### src/rtl/ctrl_sequencer_pkg.sv
// Shared definitions for the multi-cycle control sequencer: FSM states, the
// op_mne opcode map and opcode-class helpers used by the decode logic.
package Definitions;

   typedef enum logic [3:0] {
      S_IDLE     = 4'd0,
      S_FETCH    = 4'd1,
      S_DECODE   = 4'd2,
      S_EXEC     = 4'd3,
      S_MEM_REQ  = 4'd4,
      S_MEM_WAIT = 4'd5,
      S_WB       = 4'd6,
      S_HALT     = 4'd7,
      S_FAULT    = 4'd8
   } ctrl_state;

   // Loads/stores occupy the bottom of the map so the memory class is a range.
   typedef enum logic [3:0] {
      OP_LW  = 4'h0,
      OP_LWL = 4'h1,
      OP_SW  = 4'h2,
      OP_SWL = 4'h3,
      OP_XOR = 4'h4,
      OP_ADD = 4'h5,
      OP_LSR = 4'h6,
      OP_LSL = 4'h7,
      OP_MOV = 4'h8,
      OP_MSK = 4'h9,
      OP_LUT = 4'hA,
      OP_SNE = 4'hB,
      OP_SEQ = 4'hC,
      OP_BOO = 4'hD,
      OP_BOL = 4'hE
   } op_mne;

   localparam logic [3:0] OP_HALT = 4'hF;

   function automatic logic is_mem(input logic [3:0] op);
      return (op == OP_LW) || (op == OP_LWL) || (op == OP_SW) || (op == OP_SWL);
   endfunction

   function automatic logic is_store(input logic [3:0] op);
      return (op == OP_SW) || (op == OP_SWL);
   endfunction

   function automatic logic is_cmp(input logic [3:0] op);
      return (op == OP_SNE) || (op == OP_SEQ);
   endfunction

   function automatic logic is_branch(input logic [3:0] op);
      return (op == OP_BOO) || (op == OP_BOL);
   endfunction

endpackage

### src/rtl/ctrl_sequencer_perf_counters.sv
// Saturating busy-cycle and retired-instruction counters for the sequencer.
// Only instantiated when CTRL_PERF_CNT_EN is defined.
module ctrl_perf_counters #(
   parameter int CNT_W = 16
) (
   input  logic             Clk,
   input  logic             Reset,
   input  logic             busy,
   input  logic             retire,
   output logic [CNT_W-1:0] cycle_count,
   output logic [CNT_W-1:0] instr_count
);

   always_ff @(posedge Clk) begin
      if (!Reset) begin
         cycle_count <= '0;
         instr_count <= '0;
      end else begin
         // Both counters stick at all-ones rather than wrapping.
         if (busy && (cycle_count != '1))
            cycle_count <= cycle_count + 1'b1;
         if (retire && (instr_count != '1))
            instr_count <= instr_count + 1'b1;
      end
   end

endmodule

### src/rtl/ctrl_sequencer.sv
// Multi-cycle control sequencer: fetch/decode/exec/mem/write-back FSM with a
// data-memory req/ack handshake and timeout. CTRL_PERF_CNT_EN adds counters.
module ctrl_sequencer
   import Definitions::*;
#(
   parameter int IW          = 9,
   parameter int MEM_TIMEOUT = 16,
   parameter int CNT_W       = 16
) (
   input  logic             Clk,
   input  logic             Reset,
   input  logic             Start,
   input  logic [IW-1:0]    Instr,
   input  logic             Flag,
   input  logic             MemAck,
   output logic             MemReq,
   output logic             MemWrite,
   output logic             IrLoad,
   output logic             PcInc,
   output logic             PcLoad,
   output logic             RegWrite,
   output logic             FlagWrite,
   output logic [3:0]       AluOp,
   output logic             Busy,
   output logic             Done,
   output logic             Fault
`ifdef CTRL_PERF_CNT_EN
   ,
   output logic [CNT_W-1:0] CycleCount,
   output logic [CNT_W-1:0] InstrCount
`endif
);

   localparam int WCW = $clog2(MEM_TIMEOUT + 1);

   ctrl_state      state;
   ctrl_state      state_nxt;
   logic [3:0]     ir_op;
   logic [3:0]     op_cur;
   logic [WCW-1:0] wait_cnt;
   logic           wait_last;
   logic           pc_br;
   logic           pc_br_neg;
   logic           instr_unused;

   assign instr_unused = ^Instr[IW-5:0];

   // In DECODE the new opcode is only in ir_op; AluOp still holds the old one.
   assign op_cur    = (state == S_DECODE) ? ir_op : AluOp;
   assign wait_last = (wait_cnt == WCW'(MEM_TIMEOUT - 1));

   always_comb begin
      state_nxt = state;
      case (state)
         S_IDLE:     if (Start) state_nxt = S_FETCH;
         S_FETCH:    state_nxt = S_DECODE;
         S_DECODE:   state_nxt = (ir_op == OP_HALT) ? S_HALT : S_EXEC;
         S_EXEC: begin
            if (is_mem(AluOp))
               state_nxt = S_MEM_REQ;
            else if (is_cmp(AluOp) || is_branch(AluOp))
               state_nxt = S_FETCH;
            else
               state_nxt = S_WB;
         end
         S_MEM_REQ:  state_nxt = S_MEM_WAIT;
         S_MEM_WAIT: begin
            // An ack in the final allowed cycle beats the timeout.
            if (MemAck)
               state_nxt = is_store(AluOp) ? S_FETCH : S_WB;
            else if (wait_last)
               state_nxt = S_FAULT;
         end
         S_WB:       state_nxt = S_FETCH;
         S_HALT:     if (Start) state_nxt = S_FETCH;
         S_FAULT:    state_nxt = S_FAULT;
         default:    state_nxt = S_IDLE;
      endcase
   end

   // Outputs are registered from the next state so they are clean in-cycle.
   always_ff @(posedge Clk) begin
      if (!Reset) begin
         state     <= S_IDLE;
         ir_op     <= OP_LW;
         AluOp     <= OP_LW;
         wait_cnt  <= '0;
         IrLoad    <= 1'b0;
         PcInc     <= 1'b0;
         RegWrite  <= 1'b0;
         FlagWrite <= 1'b0;
         MemReq    <= 1'b0;
         MemWrite  <= 1'b0;
         pc_br     <= 1'b0;
         pc_br_neg <= 1'b0;
         Busy      <= 1'b0;
         Done      <= 1'b0;
         Fault     <= 1'b0;
      end else begin
         state <= state_nxt;
         if (state == S_FETCH)
            ir_op <= Instr[IW-1:IW-4];
         if (state == S_DECODE)
            AluOp <= ir_op;
         wait_cnt <= (state == S_MEM_WAIT) ? wait_cnt + 1'b1 : '0;

         IrLoad    <= (state_nxt == S_FETCH);
         PcInc     <= (state_nxt == S_FETCH);
         RegWrite  <= (state_nxt == S_WB);
         FlagWrite <= (state_nxt == S_EXEC) && is_cmp(op_cur);
         pc_br     <= (state_nxt == S_EXEC) && is_branch(op_cur);
         pc_br_neg <= (op_cur == OP_BOL);
         MemReq    <= (state_nxt == S_MEM_REQ) || (state_nxt == S_MEM_WAIT);
         MemWrite  <= ((state_nxt == S_MEM_REQ) || (state_nxt == S_MEM_WAIT)) && is_store(op_cur);
         Busy      <= !((state_nxt == S_IDLE) || (state_nxt == S_HALT) || (state_nxt == S_FAULT));
         Done      <= (state_nxt == S_HALT);
         Fault     <= (state_nxt == S_FAULT);
      end
   end

   // Branch target select follows the live flag while in EXEC.
   assign PcLoad = pc_br & (Flag ^ pc_br_neg);

`ifdef CTRL_PERF_CNT_EN
   logic retire;

   assign retire = ((state_nxt == S_FETCH) &&
                    ((state == S_EXEC) || (state == S_MEM_WAIT) || (state == S_WB))) ||
                   ((state == S_DECODE) && (state_nxt == S_HALT));

   ctrl_perf_counters #(
      .CNT_W (CNT_W)
   ) u_perf (
      .Clk         (Clk),
      .Reset       (Reset),
      .busy        (Busy),
      .retire      (retire),
      .cycle_count (CycleCount),
      .instr_count (InstrCount)
   );
`endif

endmodule
### config.mk
export PLATFORM = sky130hd
export DESIGN_NAME = ctrl_sequencer
export DESIGN_NICKNAME = d
export VERILOG_FILES = /design/src/rtl/ctrl_sequencer_pkg.sv /design/src/rtl/ctrl_sequencer_perf_counters.sv /design/src/rtl/ctrl_sequencer.sv
export SDC_FILE = /design/constraint.sdc
export NUM_CORES = 1
export LEC_CHECK = 0
export BUFFER_PORTS_ARGS = -buffer_cell sky130_fd_sc_hd__buf_2
export CORE_MARGIN = 2
export CORE_UTILIZATION = 55
export CTS_CLUSTER_SIZE = 28
export DETAILED_ROUTE_END_ITERATION = 8
export PLACE_DENSITY = 0.81
export SLEW_MARGIN = 40
export SYNTH_ARGS = -nofsm -noshare
export SYNTH_HDL_FRONTEND = slang
export SYNTH_HIERARCHICAL = 1
export SYNTH_SLANG_ARGS = --single-unit
export TNS_END_PERCENT = 30
### constraint.sdc
create_clock -name Clk -period 5.62 [get_ports Clk]
set_input_delay 0.843 -clock Clk [delete_from_list [all_inputs] [get_ports Clk]]
set_output_delay 0.843 -clock Clk [all_outputs]
set_load 0.1 [all_outputs]
==> impl_metrics.toml <==
[timing]
slew_violations = 0
setup_viol = 0
tightest_slew_ps = 621
timing.fmax_mhz = 404
whs_ps = 468
setup_tns_ps = 0
maxSlewHeadroom = 0.585
post-route-min-period_ps = 2480
rsz0062_at_grt = "false"
skew_ps = 2.19
period_share = 0.441
hold_viol = 0
timing.final.ws_setup_ps = 3140

[min_path]
hp-class = "flip-flop to flip-flop"

[clock_network]
clock_sinks = 27
clk_path_buf_depth = 2
root_buffer = "clkbuf_4"
htreeDepth = 1
clock_latency_ps = 320
cts_tree = "yes"
cts_setup_buffers = 0
clk_pin_slew_ps = 130
numCtsBuffers = 3
ctsResizeCount = 0
holdBufCountCts = 0

[critical_path]
cp_top_family = "buffers and inverters"
crit_fanout = 1
required_ps = 4780
endpoint_kind = "output port"
worst-path-buf-inv = 2
cp.arrival_ps = 1630
start_kind = "primary input"
crit_path_max_incr_delay_ps = 420
crit_top_cell = "buf_2"
cp_slowest_cell = "buf_2"
path_cells = "buf_2 -> xor2_1 -> and2_1 -> buf_2"
path_class = "primary input to output port"

[detailed_routing]
dr.pass1.iters = 4
num_vias = 937
drc_errors = 0
wirelength_um = 2200
wl_per_cell_um = 12.7
dr.first_iter.drc_count = 26
viasPerCell = 5.42
ant_nets = 0

[flow_run]
maxCapViolations = 0

[pwr]
p_per_area_nw_per_um2 = 285
power_mw = 0.376
ir_drop_v = 0.000207
leakage_nw = 0.568

[place]
dp_hpwl_um = 1680
place_congestion = 0.797
port_buffers = 22
place_ws_ps = 3150

[floorplanning]
fp.coreArea_um2 = 2000
io_pins = 28
start_util = 0.597
die_w_um = 50.6
dieArea_um2 = 2560
die_height_um = 50.6
rows = 16

[synthesis]
syn-num-nets = 142
synth.distinct_cells = 44
syn-cell-area_um2 = 1190
ys_warn_count = 6
synthFlopType = "dfxtp_1"
syn-instance-count = 126
synth.ff_latch_count = 27
synth_edf_count = 0
synth.avg_cell_area_um2 = 9.48
seq_area_frac_synth = 0.452
async_flop_share = 0

[layout]
nNetsFinal = 163
diodes = 0
area_delta_synth_final_pct = 10.2
drive_above_1_share = 0.212

[global_routing]
grt_use_total = 0.192
antenna_found_initial = 0
grt.overflow.total = 0
grt_pass1_wl_um = 3770
grt_max_degree = 16
grt_pass1_vias = 920

[outcome]
outcome = "finished clean"
==> layout by cell type (no fill, tap or decap), types with 2 or more instances in the layout <==
cell type  count
nand2b_1       2
inv_1          7
xor2_1         3
ha_1           2
nand2_1        5
nor3_1         5
o21ai_0        3
xnor2_1        2
buf_2         22
nand3b_1       2
clkbuf_4       3
nand3_1        3
nor4_1         2
nor2_1        19
nor3b_1        3
a21oi_1        3
and2_1         3
dfxtp_1       27
mux2i_1        7
==> stage by stage <==
step	instance area, um2	cells	utilization
3_5_place_dp	1290	169	0.644
5_1_grt	1320	173	0.658
3_3_place_gp	1290	169	0.644
4_1_cts	1320	173	0.658
6_report	1320	173	0.658
2_1_floorplan	1190	126	-
==> worst paths after layout <==
path / start / endpoint / slack (ps) / cells past startpoint
max: Flag / PcLoad / 3140 / 4
min: wait_cnt[0] / wait_cnt[0] / 470 / 1
max reg2reg: wait_cnt[0] / pc_br / 3450 / 8
min reg2reg: wait_cnt[0] / wait_cnt[0] / 470 / 1
==> power by group <==
part / switching, mW / leakage, nW / internal, mW / total, mW
Clock: 0.0535 / 0.0177 / 0.0267 / 0.0802
Combinational: 0.0614 / 0.331 / 0.0245 / 0.0860
Sequential: 0.00963 / 0.219 / 0.200 / 0.210
==> routing by layer <==
layer | routed length, um | vias to the layer above | track usage
li1 | - | 473 | -
met1 | 992 | 429 | 0.199
met2 | 1060 | 31 | 0.355
met3 | 130 | 4 | 0.0625
met4 | 21 | 0 | 0.0721
met5 | 0 | - | 0
==> area by class of cell <==
class | count | area, um2
Clock inverter | 1 | 5.00
Timing Repair Buffer | 22 | 110
Clock buffer | 3 | 22.5
Fill cell | 188 | 686
Multi-Input combinational cell | 85 | 574
Sequential cell | 27 | 541
Tap cell | 27 | 33.8
Inverter | 8 | 30.0
==> cell usage after synthesis, types with 2 or more instances <==
cell      number  area [um2]
a21oi_1        3        15.0
nand2_1        5        18.8
xnor2_1        2        17.5
nor4_1         2        12.5
buf_4          2        15.0
mux2i_1        7        70.1
nand3_1        3        15.0
nor3_1         5        25.0
and2_1         3        18.8
xor2_1         3        26.3
nor2_1        19        71.3
o21ai_0        3        15.0
ha_1           2        25.0
inv_1          7        26.3
nand3b_1       2        15.0
nor3b_1        3        22.5
nand2b_1       2        12.5
dfxtp_1       27         541
==> kinds of logic (layout without fill, tap and decap cells) <==
| group | after synthesis | count (layout) | synth area share |
|---|---|---|---|
| multiplexers | 8 | 8 | 0.0681 |
| AND/OR/NAND/NOR | 52 | 52 | 0.247 |
| buffers and inverters | 14 | 34 | 0.0670 |
| XOR/XNOR | 5 | 5 | 0.0367 |
| flip-flops | 27 | 27 | 0.452 |
| adder cells (fa/ha/maj) | 2 | 2 | 0.0209 |
| AO/OA/AOI/OAI | 18 | 18 | 0.108 |
==> sequential cells by signal (all words and copies together) (netlist names), 4 cells and up <==
register / flops
wait_cnt: 5
AluOp: 4
ir_op: 4
state: 4
Note: power is estimated with default switching activity, not from simulation.
